--- src/rtl/iexu_dispatch.sv ---
// Integer execution unit dispatch: decodes RV32I OP/OP-IMM ALU instructions
// into iexu_conf operations and queues them for the IEXU behind a small FIFO.

package constants;
    typedef logic [2:0] iexu_conf;
    localparam iexu_conf add_conf = 3'd0;
    localparam iexu_conf sub_conf = 3'd1;
    localparam iexu_conf and_conf = 3'd2;
    localparam iexu_conf or_conf  = 3'd3;
    localparam iexu_conf xor_conf = 3'd4;
    localparam iexu_conf sll_conf = 3'd5;
    localparam iexu_conf srl_conf = 3'd6;
    localparam iexu_conf sra_conf = 3'd7;
endpackage

module iexu_dispatch #(
    parameter int XLEN  = 32,
    parameter int DEPTH = 2
) (
    input  logic                     clk,
    input  logic                     rst_n,
    input  logic                     in_valid,
    output logic                     in_ready,
    input  logic [31:0]              in_instr,
    input  logic [XLEN-1:0]          in_rs1_val,
    input  logic [XLEN-1:0]          in_rs2_val,
    input  logic                     flush,
    output logic                     out_valid,
    input  logic                     out_ready,
    output constants::iexu_conf      out_conf,
    output logic [XLEN-1:0]          out_op_a,
    output logic [XLEN-1:0]          out_op_b,
    output logic [4:0]               out_rd,
    output logic                     illegal,
    output logic [$clog2(DEPTH):0]   count
);
    import constants::*;

    localparam int AW = $clog2(DEPTH);
    localparam int CW = AW + 1;
    localparam logic [CW-1:0] FULL_CNT = CW'(DEPTH);
    localparam logic [6:0] OPC_OP  = 7'b0110011;
    localparam logic [6:0] OPC_IMM = 7'b0010011;
    localparam logic [6:0] F7_BASE = 7'b0000000;
    localparam logic [6:0] F7_ALT  = 7'b0100000;

    iexu_conf        r_conf [DEPTH];
    logic [XLEN-1:0] r_op_a [DEPTH];
    logic [XLEN-1:0] r_op_b [DEPTH];
    logic [4:0]      r_rd   [DEPTH];
    logic [AW-1:0]   r_wptr;
    logic [AW-1:0]   r_rptr;
    logic [CW-1:0]   r_count;
    logic            r_illegal;
    logic            r_live;

    logic [6:0]      w_opc;
    logic [6:0]      w_f7;
    logic [2:0]      w_f3;
    logic [XLEN-1:0] w_imm;
    logic [XLEN-1:0] w_shamt;
    logic            w_legal;
    iexu_conf        w_conf;
    logic [XLEN-1:0] w_op_b;
    logic            w_in_ready;
    logic            w_out_valid;
    logic            w_accept;
    logic            w_push;
    logic            w_pop;

    assign w_opc   = in_instr[6:0];
    assign w_f3    = in_instr[14:12];
    assign w_f7    = in_instr[31:25];
    assign w_imm   = {{(XLEN-12){in_instr[31]}}, in_instr[31:20]};
    assign w_shamt = {{(XLEN-5){1'b0}}, in_instr[24:20]};

    // r_live keeps in_ready low until the first edge after reset release
    assign w_in_ready  = r_live && (r_count < FULL_CNT) && !flush;
    assign w_out_valid = (r_count != {CW{1'b0}}) && !flush;
    assign w_accept    = in_valid && w_in_ready;
    assign w_push      = w_accept && w_legal;
    assign w_pop       = w_out_valid && out_ready;

    // Instruction decode into operation code and operand B selection
    always_comb begin
        w_legal = 1'b0;
        w_conf  = add_conf;
        w_op_b  = in_rs2_val;
        case (w_opc)
            OPC_OP: begin
                case (w_f3)
                    3'b000: begin
                        w_legal = (w_f7 == F7_BASE) || (w_f7 == F7_ALT);
                        w_conf  = (w_f7 == F7_ALT) ? sub_conf : add_conf;
                    end
                    3'b111: begin w_legal = (w_f7 == F7_BASE); w_conf = and_conf; end
                    3'b110: begin w_legal = (w_f7 == F7_BASE); w_conf = or_conf;  end
                    3'b100: begin w_legal = (w_f7 == F7_BASE); w_conf = xor_conf; end
                    3'b001: begin w_legal = (w_f7 == F7_BASE); w_conf = sll_conf; end
                    3'b101: begin
                        w_legal = (w_f7 == F7_BASE) || (w_f7 == F7_ALT);
                        w_conf  = (w_f7 == F7_ALT) ? sra_conf : srl_conf;
                    end
                    default: w_legal = 1'b0;
                endcase
            end
            OPC_IMM: begin
                w_op_b = w_imm;
                case (w_f3)
                    3'b000: begin w_legal = 1'b1; w_conf = add_conf; end
                    3'b111: begin w_legal = 1'b1; w_conf = and_conf; end
                    3'b110: begin w_legal = 1'b1; w_conf = or_conf;  end
                    3'b100: begin w_legal = 1'b1; w_conf = xor_conf; end
                    3'b001: begin
                        w_legal = (w_f7 == F7_BASE);
                        w_conf  = sll_conf;
                        w_op_b  = w_shamt;
                    end
                    3'b101: begin
                        w_legal = (w_f7 == F7_BASE) || (w_f7 == F7_ALT);
                        w_conf  = (w_f7 == F7_ALT) ? sra_conf : srl_conf;
                        w_op_b  = w_shamt;
                    end
                    default: w_legal = 1'b0;
                endcase
            end
            default: w_legal = 1'b0;
        endcase
    end

    // Queue pointers, occupancy and the illegal-instruction pulse
    always_ff @(posedge clk or negedge rst_n) begin
        if (!rst_n) begin
            r_wptr    <= {AW{1'b0}};
            r_rptr    <= {AW{1'b0}};
            r_count   <= {CW{1'b0}};
            r_illegal <= 1'b0;
            r_live    <= 1'b0;
        end else if (flush) begin
            r_wptr    <= {AW{1'b0}};
            r_rptr    <= {AW{1'b0}};
            r_count   <= {CW{1'b0}};
            r_illegal <= 1'b0;
            r_live    <= 1'b1;
        end else begin
            r_live    <= 1'b1;
            r_illegal <= w_accept && !w_legal;
            if (w_push) r_wptr <= r_wptr + AW'(1);
            else        r_wptr <= r_wptr;
            if (w_pop)  r_rptr <= r_rptr + AW'(1);
            else        r_rptr <= r_rptr;
            case ({w_push, w_pop})
                2'b10:   r_count <= r_count + CW'(1);
                2'b01:   r_count <= r_count - CW'(1);
                default: r_count <= r_count;
            endcase
        end
    end

    // Entry storage; reset restores every slot to a zeroed add
    always_ff @(posedge clk or negedge rst_n) begin
        if (!rst_n) begin
            for (int i = 0; i < DEPTH; i++) begin
                r_conf[i] <= add_conf;
                r_op_a[i] <= {XLEN{1'b0}};
                r_op_b[i] <= {XLEN{1'b0}};
                r_rd[i]   <= 5'd0;
            end
        end else if (w_push) begin
            r_conf[r_wptr] <= w_conf;
            r_op_a[r_wptr] <= in_rs1_val;
            r_op_b[r_wptr] <= w_op_b;
            r_rd[r_wptr]   <= in_instr[11:7];
        end
    end

    assign in_ready  = w_in_ready;
    assign out_valid = w_out_valid;
    assign out_conf  = r_conf[r_rptr];
    assign out_op_a  = r_op_a[r_rptr];
    assign out_op_b  = r_op_b[r_rptr];
    assign out_rd    = r_rd[r_rptr];
    assign illegal   = r_illegal;
    assign count     = r_count;

endmodule

--- config.mk ---
export PLATFORM = sky130hd
export DESIGN_NAME = iexu_dispatch
export DESIGN_NICKNAME = d
export VERILOG_FILES = /design/src/rtl/iexu_dispatch.sv
export SDC_FILE = /design/constraint.sdc
export NUM_CORES = 1
export LEC_CHECK = 0
export ABC_AREA = 1
export CAP_MARGIN = 30
export CORE_MARGIN = 8
export CORE_UTILIZATION = 40
export CTS_BUF_LIST = sky130_fd_sc_hd__clkbuf_8
export DETAILED_ROUTE_END_ITERATION = 8
export PLACE_DENSITY_LB_ADDON = 0.08
export RECOVER_POWER = 25
export SKIP_LAST_GASP = 1
export SLEW_MARGIN = 30
export SYNTH_ARGS = -nofsm -noshare
export SYNTH_HDL_FRONTEND = slang
export SYNTH_SLANG_ARGS = --single-unit
--- constraint.sdc ---
create_clock -name clk -period 2.2 [get_ports clk]
set_input_delay 0.33 -clock clk [delete_from_list [all_inputs] [get_ports clk]]
set_output_delay 0.33 -clock clk [all_outputs]
set_load 0.03 [all_outputs]
==> results_dict.tcl <==
set metrics [dict create \
    run_status "finished with violations" \
    failed_checks "capacitance limit, slew limit" \
    yosys.area_share.simple_pct 22.3 \
    internal_power_mw 4.42 \
    groute.usage.overall_pct 17.8 \
    sw_frac_of_total_pct 31.7 \
    grt_setup_unrepaired "true" \
    finalWirelength_um 19500 \
    combinational_family_with_the_most_area_after_synthesis "simple AND/OR/NAND/NOR gates" \
    post_synth_instance_area_sq_um 7220 \
    area_growth_pct 34.1 \
    synth_mux_area_share_pct 0.780 \
    chipHeight_um 150 \
    fin_hold_ws_ns 0.445 \
    final_cell_area_sq_um 9680 \
    vias_in_the_first_global_route 6247 \
    ys_top_cells_by_area "sky130_fd_sc_hd__dfrtp_1 (52%), sky130_fd_sc_hd__nand2_1 (19%), sky130_fd_sc_hd__o21ai_0 (11%)" \
    cts_made_buffers 17 \
    powerDensity_nw_per_um2 668 \
    post_synth_inst_count 935 \
    number_of_antenna_violations_at_the_first_check_in_global_routing 0 \
    area_of_placed_instances_sq_um 9360 \
    synth_sequential_area_ratio_pct 52.0 \
    maxSlewViolCount 54 \
    cp-end-kind "primary output" \
    dieArea_sq_um 22600 \
    grt_overflow_total 0 \
    timing.final.setup_violations 0 \
    pin_count 178 \
    wire_length_of_the_first_global_routing_pass_um 32200 \
    synth.most_common_cell "sky130_fd_sc_hd__nand2_1" \
    drt_drc_violations_left 0 \
    htree_levels 4 \
    ys.flop_type "sky130_fd_sc_hd__dfrtp_1" \
    synth_compound_area_share_pct 16.0 \
    timing.setup.critical_path_class "reg -> out" \
    layout_min_cycle_time_ns 2.09 \
    power.share.clock_pct 33.1 \
    share_of_post_route_cells_with_drive_strength_above_1_pct 13.8 \
    gp_routability_congestion 0.778 \
    initial_util_pct 40.5 \
    core-area_sq_um 17800 \
    clock.fmax_mhz 478 \
    postSynth.asyncResetShare_pct 100 \
    cts_num_sinks 150 \
    die_w_um 150 \
    yosysWarnings 0 \
    yosys.area.top_type "sky130_fd_sc_hd__dfrtp_1" \
    grt_max_degree 57 \
    detail_route.wl_per_cell_um 14.4 \
    drv.max_cap_violation_count 1 \
    required_ns 1.87 \
    worstReg2RegStart "count[1]" \
    synth_xor_xnor_area_share_pct 0.121 \
    clk_root_buffer_cell "sky130_fd_sc_hd__clkbuf_8" \
    number_of_port_buffers 172 \
    min_from "in_instr[8]" \
    finalCritPeriodShare_pct 95.2 \
    timing_hold_violations_final 0 \
    number_of_flops_mapped_to_enable_cells_by_yosys 0 \
    crit_path_arrival_time_ns 1.76 \
    worstSetupStartpoint "r_rptr" \
    commonest_cells_in_the_synthesized_netlist "sky130_fd_sc_hd__nand2_1 (367), sky130_fd_sc_hd__o21ai_0 (165), sky130_fd_sc_hd__dfrtp_1 (150), sky130_fd_sc_hd__inv_1 (85), sky130_fd_sc_hd__o21ai_1 (59)" \
    yosys.area_share.adder_pct 0 \
    power.share.combinational_pct 22.9 \
    clk_latency_ns 0.45 \
    yosys.cell_types.count 33 \
    tightestPinTransition_ns 1.55 \
    cts_tree "built" \
    postSynthRegisterBits 150 \
    via_cell_ratio 4.74 \
    leakage_nw 4.86 \
    floorplan.rows 49 \
    post-cts-setup-buffers 0 \
    slew_headroom_pct -3.04 \
    synthesis.nets 1036 \
    antenna_cells 0 \
    vdd.ir_drop.worst_uv 376 \
    timing.hold.worst.class "in -> reg" \
    power_switching_mw 2.05 \
    cts_max_path_buffers 2 \
    detailedRoute.firstPassIterationCount 5 \
    dp_hpwl_um 13500 \
    sequential_power_share_pct 44.0 \
    finish.net_count 1210 \
    dr.first_iter.drc_count 322 \
    skew_ns 0.0201 \
    detail-route-antenna-nets 0 \
    synth.top_cell.area_share_pct 52.0 \
    vias 6398 \
    post_synth.cell_area_avg_sq_um 7.72 \
    crit_path_max_fanout 18 \
    cts.clk_slew.worst_paths_ns 0.10 \
    cp-start-kind "flip-flop" \
]
## placed cells by master (no fill, tap or decap), drive strengths merged, types with 2 or more instances in the layout
cell           count
nand2            370
clkdlybuf4s15      2
clkinv             3
o21ai            224
nor3               2
buf               85
mux2               5
nand3b             2
inv               91
nor3b              2
dlygate4sd2        7
clkdlybuf4s50     97
dlymetal6s2s       2
dfrtp            150
nand4              5
clkbuf            41
nor2              16
clkinvlp           3
nand3              5
## cells by family (layout without fill, tap and decap cells)
family | after synthesis | count (layout)
simple gates | 403 | 403
xor+xnor | 1 | 1
other cells | 1 | 1
compound gates | 229 | 229
buf+inv | 146 | 333
mux | 5 | 5
flops | 150 | 150
## what timing repair did
item,4_1_cts,5_1_grt
hold buffers,1,0
resized for setup,45,58
hold endpoints to repair,53,0
endpoints found under the setup margin,57,54
## area by class of cell
type	instances	area [sq um]
fillers	1741	8160
flip-flops and latches	150	3760
multi-input cells	639	2840
repair buffers	214	2070
inverters	87	327
clock buffers	21	289
well taps	229	287
clock inverters	11	113
## flip-flops by register name (all words and copies together), names as in the netlist
name     flops
r_op_a      64
r_live       1
illegal      1
count        2
r_rptr       1
r_conf       6
r_wptr       1
r_op_b      64
r_rd        10
## final timing paths
| kind | cells after the start | slack (ns) | endpoint |
|---|---|---|---|
| max | 2 | 0.11 | out_op_a[10] |
| min | 3 | 0.44 | r_rd[1] |
| max reg2reg | 8 | 0.44 | r_conf[5] |
| min reg2reg | 2 | 0.49 | r_op_b[12] |
| max in group asynchronous | 2 | 0.47 | r_conf[1] |
| min in group asynchronous | 2 | 0.80 | r_op_a[61] |
## power by group through the flow
stage | Sequential (mW) | Clock (mW) | Combinational, mW
5_1_grt | 2.85 | 2.34 | 1.60
3_3_place_gp | 2.90 | 0 | 1.56
6_report | 2.84 | 2.14 | 1.48
3_5_place_dp | 2.90 | 0 | 1.56
2_1_floorplan | 2.89 | 0 | 0.807
4_1_cts | 2.84 | 2.22 | 1.51
## per-layer routing
metal | vias to the layer above | wire (um) | part of all wire [%] | track usage [%]
li1 | 3292 | - | - | -
met1 | 2934 | 9120 | 47 | 24.3
met2 | 161 | 8910 | 46 | 27.6
met3 | 11 | 1250 | 6.4 | 4.78
met4 | 0 | 195 | 1.0 | 4.50
met5 | - | 0 | 0 | 0
## metrics by stage
step,TNS [ns],instances,util (%),total power [mW],worst slack (ns)
floorplan,0,935,-,3.70,0.136
finish,0,1351,54.3,6.47,0.106
global placement,-2.26,1318,52.5,4.46,-0.0603
CTS,-0.0641,1351,54.6,6.58,-0.0511
global route,-0.0413,1351,54.3,6.79,-0.0387
detailed placement,-2.10,1318,52.5,4.46,-0.0798
## critical path, cell delays in order, from the launching register on
cell and delay (ns):
sky130_fd_sc_hd__dfrtp_4 0.59, sky130_fd_sc_hd__o21ai_0 0.29, sky130_fd_sc_hd__dlygate4sd2_1 0.44
(Power assumes the default switching activity.)
